==> config.mk <==
export PLATFORM = sky130hd
export DESIGN_NAME = mem_access_ctrl
export DESIGN_NICKNAME = d
export VERILOG_FILES = /design/src/rtl/mem_access_ctrl.sv
export SDC_FILE = /design/constraint.sdc
export NUM_CORES = 1
export LEC_CHECK = 0
export BUFFER_PORTS_ARGS = -buffer_cell sky130_fd_sc_hd__buf_2
export CORE_MARGIN = 2
export CORE_UTILIZATION = 46
export CTS_CLUSTER_DIAMETER = 40
export DETAILED_ROUTE_END_ITERATION = 8
export PLACE_DENSITY = 0.77
export SLEW_MARGIN = 20
export SYNTH_ARGS = -nofsm -noshare
export SYNTH_HDL_FRONTEND = slang
export SYNTH_SLANG_ARGS = --single-unit
==> constraint.sdc <==
create_clock -name clk -period 1.7 [get_ports clk]
set_input_delay 0.085 -clock clk [delete_from_list [all_inputs] [get_ports clk]]
set_output_delay 0.085 -clock clk [all_outputs]
set_load 0.1 [all_outputs]
==> src/rtl/mem_access_ctrl.sv <==
// ----------------------------------------------------------------------------
// mem_access_ctrl
//   Load/store access controller between the datapath and a word-wide data
//   memory. Byte addresses are converted to word indices. Loads of byte, half
//   and word are extracted from the addressed lane(s) and sign or zero
//   extended. Word stores write directly. Byte/half stores use a two-cycle
//   read-modify-write and stall the core for one cycle. Misaligned or
//   out-of-range accesses have their writes suppressed and their load data
//   forced to zero. The first such access is recorded in a sticky fault flag
//   together with its byte address.
//
// Ports
//   clk         rising-edge clock
//   rst         synchronous active-high reset
//   req_addr    byte address from the ALU
//   req_wdata   store data (sub-word data taken from the LSBs)
//   req_we      store request
//   req_re      load request
//   req_size    00 byte, 01 half, 10/11 word
//   req_uns     1 = zero-extend sub-word loads, 0 = sign-extend
//   mem_addr    word index presented to memory
//   mem_wd      memory write data
//   mem_we      memory write enable
//   mem_rd      memory read data (combinational from mem_addr)
//   rdata       extended load data
//   stall       hold PC/pipeline; requester keeps req_* stable while high
//   fault       sticky access fault
//   fault_addr  byte address of the first faulting access
// ----------------------------------------------------------------------------
module mem_access_ctrl #(
  parameter int DEPTH = 100,
  parameter int AW    = 32
) (
  input  logic          clk,
  input  logic          rst,
  input  logic [AW-1:0] req_addr,
  input  logic [31:0]   req_wdata,
  input  logic          req_we,
  input  logic          req_re,
  input  logic [1:0]    req_size,
  input  logic          req_uns,
  output logic [31:0]   mem_addr,
  output logic [31:0]   mem_wd,
  output logic          mem_we,
  input  logic [31:0]   mem_rd,
  output logic [31:0]   rdata,
  output logic          stall,
  output logic          fault,
  output logic [AW-1:0] fault_addr
);

  typedef enum logic {
    IDLE   = 1'b0,
    RMW_WR = 1'b1
  } state_t;

  localparam logic [AW-3:0] DEPTH_W = (AW-2)'(DEPTH);

  state_t        state;
  state_t        state_nx;
  logic [31:0]   merge_q;
  logic [AW-3:0] idx_q;

  logic [AW-3:0] word_idx;
  logic [1:0]    lane;
  logic          is_byte;
  logic          is_half;
  logic          is_word;
  logic          bad;
  logic          do_store;
  logic          do_load;
  logic          in_rmw;
  logic          rmw_start;
  logic          fault_set;
  logic [31:0]   merged;
  logic [31:0]   load_ext;
  logic [31:0]   byte_sh;
  logic [31:0]   half_sh;

  assign word_idx = req_addr[AW-1:2];
  assign lane     = req_addr[1:0];
  assign is_byte  = (req_size == 2'b00);
  assign is_half  = (req_size == 2'b01);
  assign is_word  = req_size[1];
  assign bad      = (is_half && lane[0]) || (is_word && (lane != 2'b00)) ||
                    (word_idx >= DEPTH_W);
  // A simultaneous store and load request behaves as a store.
  assign do_store = req_we;
  assign do_load  = req_re && !req_we;
  // Reset abandons a pending write-back, so the RMW outputs are masked by rst.
  assign in_rmw   = (state == RMW_WR) && !rst;

  // Lane extraction: shift the addressed lane down to bit 0.
  assign byte_sh = mem_rd >> {lane, 3'b000};
  assign half_sh = mem_rd >> {lane[1], 4'b0000};

  always_comb begin
    unique case (req_size)
      2'b00:   load_ext = req_uns ? {24'h0, byte_sh[7:0]}
                                  : {{24{byte_sh[7]}}, byte_sh[7:0]};
      2'b01:   load_ext = req_uns ? {16'h0, half_sh[15:0]}
                                  : {{16{half_sh[15]}}, half_sh[15:0]};
      default: load_ext = mem_rd;
    endcase
  end

  // Merge the new lane(s) into the word currently held in memory.
  always_comb begin
    merged = mem_rd;
    if (is_byte) begin
      merged[{lane, 3'b000} +: 8] = req_wdata[7:0];
    end else if (is_half) begin
      merged[{lane[1], 4'b0000} +: 16] = req_wdata[15:0];
    end
  end

  // NOTE: every output of this block is given a default first, so no path
  // leaves a signal unassigned and no latch is inferred.
  always_comb begin
    state_nx  = IDLE;
    mem_addr  = 32'(word_idx);
    mem_wd    = req_wdata;
    mem_we    = 1'b0;
    rdata     = 32'h0;
    stall     = 1'b0;
    rmw_start = 1'b0;
    fault_set = 1'b0;

    if (in_rmw) begin
      mem_addr = 32'(idx_q);
      mem_wd   = merge_q;
      mem_we   = 1'b1;
    end else if ((do_store || do_load) && bad) begin
      fault_set = !fault;
    end else if (do_store) begin
      if (is_word) begin
        mem_we = 1'b1;
      end else begin
        stall     = 1'b1;
        rmw_start = 1'b1;
        state_nx  = RMW_WR;
      end
    end else if (do_load) begin
      rdata = load_ext;
    end
  end

  // NOTE: sequential state uses non-blocking assignments so every register
  // samples the pre-edge values regardless of statement order.
  always_ff @(posedge clk) begin
    if (rst) begin
      state      <= IDLE;
      merge_q    <= 32'h0;
      idx_q      <= '0;
      fault      <= 1'b0;
      fault_addr <= '0;
    end else begin
      state <= state_nx;
      if (rmw_start) begin
        merge_q <= merged;
        idx_q   <= word_idx;
      end
      if (fault_set) begin
        fault      <= 1'b1;
        fault_addr <= req_addr;
      end
    end
  end

endmodule

# == Word level (Yosys, flattened, before mapping) ==
# Index checks and enable logic that the tools add are counted.
# totals
register_bits,96
latchBits,0
ramBits,0
romBits,0
input_bits,103
output_inout_bits,131
wordCells,51
n_memories,0
# op_classes
n_addsub,2
n_mul,0
div,0
n_lt_le_gt_ge,1
n_eq_ne,1
shifts,6
mux,23
bitwise,0
n_reduce_logical,13
# ops
cell,count
$mux 32,9
$bwmux 32,2
$pmux 32 s2,1
$shift 16x7->32 const A,1
$shift 8x7->32 const A,1
$shiftx 16x7->32,1
$shiftx 8x7->32,1
$shr 32x5->16,1
$shr 32x5->8,1
$ge 30x7->1 const B,1
$mux 30,1
$neg 5->7,2
$mux 1,10
$logic_and 1x1->1,5
$logic_not 1->1,3
$logic_or 1x1->1,3
$eq 2x1->1 const B,1
$logic_not 2->1,1
$reduce_bool 2->1,1

# == Logic depth before layout (Yosys ltp) ==
# Gate-level depths: netlist of the first run.
# depth
depth_word,7
mapped_depth,9
depth_no_buf,6

# == Worst setup path before layout of the first run ==
# No wires, ideal clock.
# synth_timing
path_kind,input-to-output
from,in req_addr[1]
to,out rdata[7]
arrival_ps,5809
setup_slack_ps,-4194
cell_stages,7
path_cell_list,buf_2 > clkinv_1 > ha_1 > o2111a_1 > buf_4 > nand4_2 > a2111oi_0
# synth_via
elab_chain_cells,7
# synth_rtl
item,line,source
start: declaration,36,"input logic [AW-1:0] req_addr,"
"$shr 32x5->16, or another cell as far along",95,"assign half_sh = mem_rd >> {lane[1], 4'b0000};"
"$mux 32, or another cell as far along",101,"2'b01: load_ext = req_uns ? {16'h0, half_sh[15:0]}"
$pmux 32 s2 or $logic_or 1x1->1 (tied branches),"98, 85",
$mux 32 or $logic_or 1x1->1 (tied branches),"143, 85",
$mux 32 or $logic_and 1x1->1 (tied branches),"135, 133",
$mux 32 (*),133,end else if ((do_store || do_load) && bad) begin
$mux 32 (*),129,if (in_rmw) begin
end: declaration,46,"output logic [31:0] rdata,"
# Mark *: on every way between the ends. The rest lies on a longest branch, timed or not.

# == Worst setup path after layout of the first run ==
# layout_timing
from,reg state
to,out rdata[30]
# layout_via
elab_chain_cells,2
# layout_rtl
item,line,source
start: declaration,59,state_t state;
start signal: assignment,158,state <= state_nx;
$logic_and 1x1->1,91,assign in_rmw = (state == RMW_WR) && !rst;
$mux 32,129,
# No other way between the ends.

==> key figures, run 1 <==
Clocking
  – Clk pin slew, worst setup/hold paths: 0.07 ns
  – CTS Buffer Depth: 2
  – Root Driver: clkbuf_16
  – Skew-Pair Late Insertion Delay: 0.35 ns
  – CTS sink count: 96
  – H-tree depth: 3
  – TritonCTS Buffers: 9
  – CTS tree: built

Floorplan
  – Initial core utilization: 0.4646
  – Die extent in y: 124.5 microns
  – Die Wd: 124.5 microns
  – Num ports: 234
  – Core area: 14370 sq um
  – Rows: 44
  – DIE AREA: 15490 sq um

Synthesis
  – Synth warn: 0
  – Post-synthesis cell type count: 58
  – Synth Flop Type: dfxtp_1
  – Post-synthesis sequential area ratio: 0.2879
  – Dominant cell type by area after synthesis: dfxtp_1
  – Async SR Flop Fraction: 0
  – Synth top area share: 0.2879
  – Number of synthesized flops with an enable pin: 0
  – Yosys reg bits: 96
  – Mapped Cells: 893
  – Dominant cells by area after synthesis: dfxtp_1, nand2_1, mux2i_1
  – Syn Area/Cell: 7.476 sq um
  – Syn Std Cell Area: 6676 sq um

Place
  – Placed Instance Area: 10860 sq um
  – GP Congestion: 0.9719
  – Dpl hpwl: 18.66 mm
  – Dpl ws: -0.2004 ns
  – Port Buffer Count: 231

Setup path
  – WS Path Type: flip-flop to output port
  – R2r startpoint: state
  – CP Data Arrival Time: 1.93 ns
  – Worst setup SP type: flip-flop
  – R2R Setup Slk: -0.16 ns
  – Crit path max fanout: 7
  – Worst R2R End: merge_q[14]
  – Crit path capture type: output port
  – Worst r2r path cells: 7
  – WP data required: 1.62 ns

Run status
  – Status: finished with violations
  – Violated checks: setup timing

GRT
  – Vias in the first global route: 7841
  – Initial antenna violation count: 1
  – Overflow after GRT: 0
  – Total GRT Usage: 0.3269
  – Global-route wire length before repair: 41.50 mm
  – Largest net degree at the start of global routing: 105

Min path
  – HP Class: input port to flip-flop
  – Hold path endpoint: fault_addr[20]
  – Hold wc startpoint: req_addr[20]
  – WHS Path Cells: 3

STA
  – Min Tclk post-route: 2.018 ns
  – Clock skew: 0.006529 ns
  – Fin. max-slew vios: 0
  – Fin. Hold Viols: 0
  – Setup-failing EPs final: 123
  – Worst slew margin: 0.6123
  – Final WS setup: -0.3179 ns
  – Max frequency: 495.6 MHz
  – Worst slew pin tran: 0.5654 ns
  – Smallest hold slack: 0.04303 ns
  – RSZ-0062 raised after global routing: true
  – Tcrit/Tclk final: 1.187

Layout
  – Nets@finish: 1268
  – Layout area overhead: 74.14%
  – Share of cells above drive strength 1: 0.4283
  – Final Cell Area: 11630 sq um
  – Commonest non-fill, non-tap cell in the layout: nand2_1
  – Most frequent cells in the layout: nand2_1, buf_2, buf_12
  – Layout Utilization: 0.8091

Pwr
  – Clk pwr share: 0.287
  – PwrDens: 633.9 nW/um^2
  – Sw Ratio: 0.4097
  – Sw power: 3020 uW
  – Combinational share of power: 0.393
  – Leak: 0.004892 uW
  – Part of the power in registers: 0.320
  – Internal power: 4350 uW
  – Worst vdd ir: 0.0004658 V

Routing
  – Via density: 6.316
  – Drt initial violations: 1123
  – Post-route ant nets: 0
  – Vias post-DR: 8526
  – Drt wl/cell: 21.32 microns
  – DRT Wirelength: 28.78 mm
  – Residual DRC: 0
  – First-pass detailed-route iteration total: 5

Job
  – MaxCap Viol Count: 0
-- metrics by stage --
| step | instances | total power (uW) | TNS [ns] |
|---|---|---|---|
| final | 1350 | 7370 | -14.45 |
| after floorplan | 894 | 4282 | -13.84 |
| after global placement | 1313 | 5199 | -5.288 |
| after CTS | 1337 | 7291 | -9.419 |
| after detailed placement | 1313 | 5233 | -10.42 |
| after global routing | 1350 | 7531 | -19.09 |
-- synthesized netlist by cell type (3+ instances only) --
cell type,instances
o22ai_1,6
clkbuf_1,55
mux4_2,6
nor4_1,4
nand3_1,34
dfxtp_1,96
a211oi_1,10
nand4_1,41
mux2i_1,41
mux2_2,6
a2111oi_2,4
buf_4,5
ha_1,5
o21ai_0,19
a22oi_1,24
and2_1,23
nand2_1,221
a31oi_1,9
buf_6,4
buf_1,10
buf_2,12
nand3b_1,24
nor2_1,32
nor3_1,24
inv_1,5
nor2b_1,48
a211o_1,18
a41oi_1,9
nand2b_1,33
a22o_1,5
a21oi_1,9
nor4_2,3
a221oi_1,16
mux2_4,3
-- power groups by stage --
| stage | clock [uW] | sequential, uW | combinational, uW |
|---|---|---|---|
| after detailed placement | 0 | 2400 | 2830 |
| after global routing | 2180 | 2360 | 2990 |
| after floorplan | 0 | 2920 | 1360 |
| final | 2110 | 2360 | 2900 |
| after global placement | 0 | 2400 | 2800 |
| after CTS | 2090 | 2350 | 2850 |
-- metal layers --
metal	part of all wire	GRT usage	vias up
li1	-	-	3708
met1	0.37	0.4121	4026
met2	0.47	0.5304	624
met3	0.097	0.05369	168
met4	0.068	0.1851	0
met5	0	0	-
-- layout make-up --
class,count,area (sq um)
Timing Repair Buffer,341,3811
Sequential cell,96,1927
Clock inverter,6,68.82
Inverter,7,31.28
Fill cell,837,2743
Antenna cell,1,2.502
Tap cell,184,230.2
Clock buffer,10,229.0
Multi-Input combinational cell,705,5326
-- repair_timing --
action,CTS,global route
endpoints found under the hold margin,0,0
hold buffers,0,0
gates cloned,2,10
setup endpoints to repair,81,112
resized for setup,18,19
pin swaps,3,10
buffers inserted,7,3
-- flip-flops by register name, summed over array words and instances (netlist names) --
register,cells
fault,1
merge_q,32
state,1
fault_addr,32
idx_q,30
-- worst max-delay path by stage --
stage               cells after the start    startpoint  slack (ns)          end
floorplan                               6         state       -0.74     rdata[2]
detailed placement                      8  req_addr[25]       -0.20  merge_q[28]
global route                            7         state       -0.35    rdata[30]
CTS                                     7         state       -0.32    rdata[30]
finish                                  7         state       -0.32    rdata[30]
global placement                        8  req_addr[18]       -0.11    rdata[15]
-- logic make-up (layout without fill, tap and decap cells) --
| kind of cell | Yosys count | in the layout | synth area share |
|---|---|---|---|
| and+or+nand+nor | 499 | 499 | 0.3765 |
| DFF | 96 | 96 | 0.2879 |
| muxes | 56 | 56 | 0.09857 |
| other | 1 | 3 | 0.0005617 |
| buffers and inverters | 93 | 364 | 0.06184 |
| AOI/OAI and AO/OA | 143 | 143 | 0.1653 |
| adders and majority gates | 5 | 5 | 0.009370 |
-- critical path, cell delays in order (launching register included) --
cell and delay, ns:
dfxtp_2 0.33, nor2b_4 0.13, nor3b_4 0.21, nand4_4 0.14, buf_12 0.20, buf_16 0.15, nor3_4 0.21, buf_12 0.20
Power figures use the tool's default switching activity.
==> run 2: changes to the inputs <==
==> constraint.sdc (replaced) <==
create_clock -name clk -period 1.7 [get_ports clk]
set_input_delay 0.34 -clock clk [delete_from_list [all_inputs] [get_ports clk]]
set_output_delay 0.34 -clock clk [all_outputs]
set_load 0.1 [all_outputs]
==> key figures, run 2 <==
Floorplan
  – Rows: 44 (unchanged)
  – Die extent in y: 124.5 microns (unchanged)
  – Die Wd: 124.5 microns (unchanged)
  – Initial core utilization: 0.4646 (unchanged)
  – Num ports: 234 (unchanged)

Synthesis
  – Top-count cell post-synth: nand2_1
  – Async SR Flop Fraction: 0 (unchanged)
  – Synth top area share: 0.2879 (unchanged)
  – Syn Std Cell Area: 6676 sq um (unchanged)
  – Post-synthesis cell type count: 58 (unchanged)
  – Yosys reg bits: 96 (unchanged)
  – Post-synthesis sequential area ratio: 0.2879 (unchanged)
  – Dominant cell type by area after synthesis: dfxtp_1
  – Synth Flop Type: dfxtp_1
  – Synth warn: 0 (unchanged)
  – Mapped Cells: 893 (unchanged)
  – Commonest cells in the netlist: nand2_1, dfxtp_1, clkbuf_1
  – Syn Area/Cell: 7.476 sq um (unchanged)
  – Dominant cells by area after synthesis: dfxtp_1, nand2_1, mux2i_1
  – Number of synthesized flops with an enable pin: 0 (unchanged)

Clocking
  – H-tree depth: 3 (unchanged)
  – Root Driver: clkbuf_16
  – CTS Buffer Depth: 2 (unchanged)
  – Hold Buf Count CTS: 0 (unchanged)
  – TritonCTS Buffers: 9 (unchanged)
  – CTS sink count: 96 (unchanged)

Run status
  – Failed at: 5_1_grt
  – Error: [ERROR GRT-0232] Routing congestion too high. Check the congestion heatmap in the GUI.
  – Status: stopped before the end

GRT
  – Total GRT Usage: 0.9537
  – Overflow after GRT: 1144
  – Largest net degree at the start of global routing: 131

Place
  – Dpl hpwl: 20.45 mm (+9.5%)
  – Dpl ws: -0.6401 ns (-0.4397 ns)
  – Port Buffer Count: 231 (unchanged)
  – GP Congestion: 1.061 (+9.1%)
  – Placed Instance Area: 11370 sq um (+4.7%)

STA
  – Kind of the worst endpoint: primary output
  – Worst setup endpoint GRT: rdata[6]
[run 2: what timing repair did]
item / in CTS
cloned: 12
gates resized for setup: 196
setup buffers: 26
setup endpoints to repair: 136
pin swaps: 111
[run 2: kinds of logic after synthesis]
logic type               count (synthesis)  synth area share
AO/OA/AOI/OAI                          143            0.1653
adder cells (fa/ha/maj)                  5          0.009370
other                                    1         0.0005617
flip-flops                              96            0.2879
multiplexers                            56           0.09857
AND/OR/NAND/NOR                        499            0.3765
buffers and inverters                   93           0.06184
[run 2: metrics by stage]
step | hold WS (ns) | std cells
4_1_cts | 0.3403 | 1413
3_5_place_dp | 0.4443 | 1359
3_3_place_gp | 0.4418 | 1359
2_1_floorplan | 0.4296 | 894
[run 2: routing by layer]
layer	GRT usage	GRT overflow
met1	0.8826	4
met2	1.257	879
met3	0.7045	8
met4	1.050	251
met5	0.1536	2
==> run 3: changes to the inputs <==
CORE_UTILIZATION = 40   (was 46)
CTS_CLUSTER_DIAMETER = default   (was 40)
PLACE_DENSITY = default   (was 0.77)
PLACE_DENSITY_LB_ADDON = 0.15   (was default)
clock period = 2.2 ns   (was 1.7 ns; I/O delays follow)
==> key figures, run 3 (synthesized netlist as in run 1, its figures left out) <==
STA
  – Worst slew pin tran: 0.7605 ns
  – Min Tclk post-route: 2.497 ns
  – Fin. max-slew vios: 0
  – Worst slew margin: 0.4930
  – Clock skew: 0.006535 ns
  – Tcrit/Tclk final: 1.135
  – Fin. Hold Viols: 0
  – Final WS setup: -0.2966 ns
  – Max frequency: 400.5 MHz
  – Smallest hold slack: 0.3610 ns
  – RSZ-0062 raised after global routing: true
  – Setup-failing EPs final: 35
  – Setup TNS: -6.979 ns

Floorplan
  – Num ports: 234 (unchanged)
  – Initial core utilization: 0.4055 (-0.05918)
  – DIE AREA: 17740 sq um
  – Die extent in y: 133.2 microns (+7.0%)
  – Rows: 47 (+6.8%)
  – Die Wd: 133.2 microns (+7.0%)
  – Core area: 16470 sq um

Clocking
  – Clk pin slew, worst setup/hold paths: 0.07 ns
  – CTS sink count: 96 (unchanged)
  – H-tree depth: 3 (unchanged)
  – CTS Buffer Depth: 2 (unchanged)
  – Root Driver: clkbuf_16
  – TritonCTS Buffers: 9 (unchanged)
  – CTS tree: built
  – Skew-Pair Late Insertion Delay: 0.36 ns
  – Hold Buf Count CTS: 0 (unchanged)

Min path
  – HP Class: input port to flip-flop
  – Hold wc startpoint: req_addr[27]
  – Hold path endpoint: fault_addr[27]
  – WHS Path Cells: 3

Run status
  – Violated checks: setup timing
  – Status: finished with violations

GRT
  – Initial antenna violation count: 3
  – Total GRT Usage: 0.2979
  – Vias in the first global route: 7769
  – Global-route wire length before repair: 41.88 mm
  – Largest net degree at the start of global routing: 131
  – Overflow after GRT: 0

Setup path
  – WP data required: 1.76 ns
  – Worst setup SP type: input port
  – Crit path max fanout: 8
  – WS Path Type: input port to output port
  – Worst r2r path cells: 7
  – CP Data Arrival Time: 2.06 ns
  – Worst R2R End: merge_q[8]
  – Crit path capture type: output port
  – R2r startpoint: state
  – R2R Setup Slk: 0.55 ns

Pwr
  – Sw power: 2311 uW
  – Clk pwr share: 0.269
  – Part of the power in registers: 0.327
  – Internal power: 3271 uW
  – Worst vdd ir: 0.0004116 V
  – PwrDens: 481.6 nW/um^2
  – Combinational share of power: 0.405
  – Sw Ratio: 0.4140
  – Leak: 0.004867 uW

Layout
  – Total of fill cells in the finished design: 1281
  – Share of cells above drive strength 1: 0.4258
  – FF+latch area: 1923 sq um
  – Layout Utilization: 0.7039
  – Biggest regs: fault_addr x32, merge_q x32, idx_q x30
  – Final Non-Filler Cells: 1394
  – Layout area overhead: 73.59%
  – Most frequent cells in the layout: nand2_1, buf_2, buf_12
  – Nets@finish: 1275
  – Multi-input logic area: 5321 sq um
  – Commonest non-fill, non-tap cell in the layout: nand2_1

Place
  – GP Congestion: 0.8882 (-16%)
  – Placed cell count: 1363 (+0.29%)
  – Dpl ws: -0.2501 ns (+0.3900 ns)
  – Dpl hpwl: 19.31 mm (-5.6%)
  – Port Buffer Count: 231 (unchanged)

Routing
  – Vias post-DR: 7971
  – Drt wl/cell: 19.03 microns
  – Post-route ant nets: 0
  – Drt initial violations: 770
  – First-pass detailed-route iteration total: 6
  – Via density: 5.718
  – Residual DRC: 0
  – DRT Wirelength: 26.53 mm

Job
  – MaxCap Viol Count: 0
==> run 3: layer usage <==
| layer | vias up | GRT usage | wire [microns] |
|---|---|---|---|
| li1 | 3718 | - | - |
| met1 | 3747 | 0.3760 | 10600 |
| met2 | 417 | 0.4957 | 12820 |
| met3 | 87 | 0.06735 | 2135 |
| met4 | 2 | 0.1176 | 968 |
| met5 | - | 0 | 13 |
==> run 3: through the flow <==
step                      cell area [sq um]  power (uW)
after floorplan                        7687        3317
after global placement                11010        4064
after detailed placement              11010        4074
after CTS                             11610        5603
after global routing                  11590        5767
final                                 11590        5582
==> run 3: power by group through the flow <==
| stage | combinational (uW) | sequential, uW | clock, uW |
|---|---|---|---|
| 2_1_floorplan | 1060 | 2260 | 0 |
| 3_3_place_gp | 2200 | 1860 | 0 |
| 3_5_place_dp | 2210 | 1860 | 0 |
| 4_1_cts | 2260 | 1820 | 1520 |
| 5_1_grt | 2350 | 1830 | 1590 |
| 6_report | 2260 | 1820 | 1500 |
==> run 3: worst max path at each step <==
stage,startpoint,to,slack [ns],cells after the start
floorplan,req_addr[1],rdata[2],-0.84,8
global placement,req_addr[18],rdata[2],-0.25,7
detailed placement,req_addr[26],rdata[26],-0.25,8
CTS,req_addr[18],rdata[4],-0.25,8
global route,state,rdata[7],-0.34,8
finish,req_addr[17],rdata[17],-0.30,8
==> run 3: cell type report <==
class	instances	area share
multi-input combinational	705	0.4591
timing repair buffer	348	0.3235
sequential	96	0.1659
tap	220	0.02375
clock buffer	9	0.01943
clock inverter	7	0.003994
inverter	7	0.003778
antenna	2	0.0004318
==> run 3: worst max-delay path, stage by stage <==
cell and delay (ns):
buf_8 0.10, nor4_4 0.29, and4_4 0.31, nand4_4 0.11
buf_12 0.17, bufbuf_16 0.27, nor3_4 0.15, buf_12 0.20
==> run 3: timing repair <==
item	in CTS	in global routing
gates resized for setup	40	12
pin swaps	7	9
endpoints found under the setup margin	77	73
buffers inserted	13	2
gates cloned	2	0
==> run 4: changes to the inputs <==
CORE_ASPECT_RATIO = 0.75   (was default)
==> key figures, run 4 (synthesized netlist as in run 1, its figures left out) <==
Routing
  – Via density: 5.683 (-0.61%)
  – Post-route ant nets: 0 (unchanged)
  – Top Layer Used: met4
  – Met1 Wirelength: 12.50 mm (+18%)
  – Drt initial violations: 953 (+24%)
  – DRT Wirelength: 26.66 mm (+0.48%)
  – Vias post-DR: 7854 (-1.5%)
  – First-pass detailed-route iteration total: 5 (-1)
  – Met2 WL post-DR: 11.35 mm (-11%)
  – Met3 Wirelength: 2.427 mm (+14%)
  – Residual DRC: 0 (unchanged)
  – Drt wl/cell: 19.29 microns (+1.4%)

STA
  – Worst slew pin tran: 0.5434 ns (-0.2172 ns)
  – Worst slew margin: 0.6370 (+0.1440)
  – Fin. Hold Viols: 0 (unchanged)
  – Fin. max-slew vios: 0 (unchanged)
  – Setup-failing EPs final: 33 (-5.7%)
  – RSZ-0062 raised after global routing: true
  – Final WS setup: -0.2705 ns (+0.02609 ns)
  – Smallest hold slack: 0.3496 ns (-0.01134 ns)
  – Tcrit/Tclk final: 1.123 (-0.01186)
  – Max frequency: 404.8 MHz (+1.1%)
  – Min Tclk post-route: 2.470 ns (-0.02609 ns)
  – Clock skew: 0.01094 ns (+0.004406 ns)

Setup path
  – Critical-path top delay cell: nor4_4
  – WP data required: 1.76 ns (about the same)
  – Crit path max fanout: 13 (+5)
  – CP peak stage delay: 0.32 ns (about the same)
  – Crit path capture type: output port
  – Worst r2r path cells: 6 (-1)
  – WS Path Type: input port to output port
  – Most frequent CP cell: buf_12
  – Crit-path cells: buf_8, nor4_4, and4_4, nand4_4, buf_12, buf_12, nor3_4, buf_12
  – CP Data Arrival Time: 2.03 ns (-0.03 ns)
  – Worst setup SP type: input port

GRT
  – Total GRT Usage: 0.2923 (-0.005623)
  – Vias in the first global route: 7343 (-5.5%)
  – Overflow after GRT: 0 (unchanged)
  – Initial antenna violation count: 1 (-2)
  – Global-route wire length before repair: 41.40 mm (-1.1%)
  – Largest net degree at the start of global routing: 131 (unchanged)

Floorplan
  – Num ports: 234 (unchanged)
  – Core area: 16170 sq um (-1.8%)
  – DIE AREA: 17750 sq um (about the same)
  – Rows: 40 (-15%)
  – Die extent in y: 115.9 microns (-13%)
  – Die Wd: 153.2 microns (+15%)
  – Initial core utilization: 0.4130 (+0.007532)

Clocking
  – Root Driver: clkbuf_16
  – Clk pin slew, worst setup/hold paths: 0.08 ns (about the same)
  – Skew-Pair Late Insertion Delay: 0.36 ns (about the same)
  – CTS sink count: 96 (unchanged)
  – TritonCTS Buffers: 9 (unchanged)
  – CTS Buffer Depth: 2 (unchanged)
  – Hold Buf Count CTS: 0 (unchanged)
  – CTS tree: built
  – H-tree depth: 3 (unchanged)

Pwr
  – PwrDens: 495.2 nW/um^2 (+2.8%)
  – Total chip power: 5725 uW (+2.6%)
  – Worst vdd ir: 0.0004245 V (+3.1%)
  – Leak: 0.004855 uW (-0.24%)

Layout
  – Biggest regs: fault_addr x32, merge_q x32, idx_q x30
  – Layout area overhead: 73.16%
  – Commonest non-fill, non-tap cell in the layout: nand2_1
  – Final Cell Area: 11560 sq um (-0.25%)
  – Share of cells above drive strength 1: 0.4244 (-0.001344)
  – Most frequent cells in the layout: nand2_1, buf_2, buf_12
  – Nets@finish: 1274 (-0.078%)
  – Final Non-Filler Cells: 1382 (-0.86%)

Place
  – GP Congestion: 0.9955 (+12%)
  – Port Buffer Count: 231 (unchanged)
  – Dpl hpwl: 19.45 mm (+0.76%)
  – Placed cell count: 1354 (-0.66%)
  – Placed Instance Area: 11050 sq um (+0.30%)
  – Dpl ws: -0.3138 ns (-0.06368 ns)

Run status
  – Status: finished with violations
  – Violated checks: setup timing

Job
  – MaxCap Viol Count: 0 (unchanged)

Min path
  – WHS Path Cells: 3 (unchanged)
  – HP Class: input port to flip-flop
==> run 4: report_power, final <==
| part | internal (uW) | switching (uW) |
|---|---|---|
| combinational | 714 | 1560 |
| clock | 814 | 813 |
| sequential | 1790 | 27.9 |
==> run 4: per-stage QoR <==
stage	setup TNS, ns	utilization
final	-6.795	0.7152
after global routing	-8.727	0.7152
after CTS	-6.600	0.7086
after detailed placement	-12.42	0.6833
after global placement	-11.65	0.6833
after floorplan	-17.25	-
==> run 4: final timing paths <==
kind / startpoint / end / slack (ns)
hold reg to reg: idx_q[21] / idx_q[21] / 0.46
setup / recovery: req_addr[20] / rdata[24] / -0.27
hold / removal: req_addr[17] / fault_addr[17] / 0.35
setup reg to reg: state / idx_q[4] / 0.62
==> run 4: final cells by class <==
cell class,count,area [sq um]
Clock buffer,9,225.2
Multi-Input combinational cell,705,5324
Timing Repair Buffer,347,3699
Fill cell,1243,4604
Antenna cell,1,2.502
Sequential cell,96,1923
Clock inverter,7,81.33
Tap cell,210,262.8
Inverter,7,43.79
==> run 4: routing by layer <==
metal	vias to the layer above	global-route usage
li1	3724	-
met1	3707	0.4304
met2	389	0.4333
met3	34	0.06694
met4	0	0.06790
met5	-	0
==> run 4: what timing repair did <==
| item | in CTS | in global routing |
|---|---|---|
| gates resized for setup | 16 | 7 |
| setup buffers | 3 | 6 |
| setup endpoints to repair | 36 | 49 |
| cloned | 1 | 1 |
| pin swaps | 6 | 5 |
==> run 4: critical path: cells and delay by family <==
family | cells | cell delay, ns
buffers and inverters | 4 | 0.64
AND/OR/NAND/NOR | 4 | 0.92
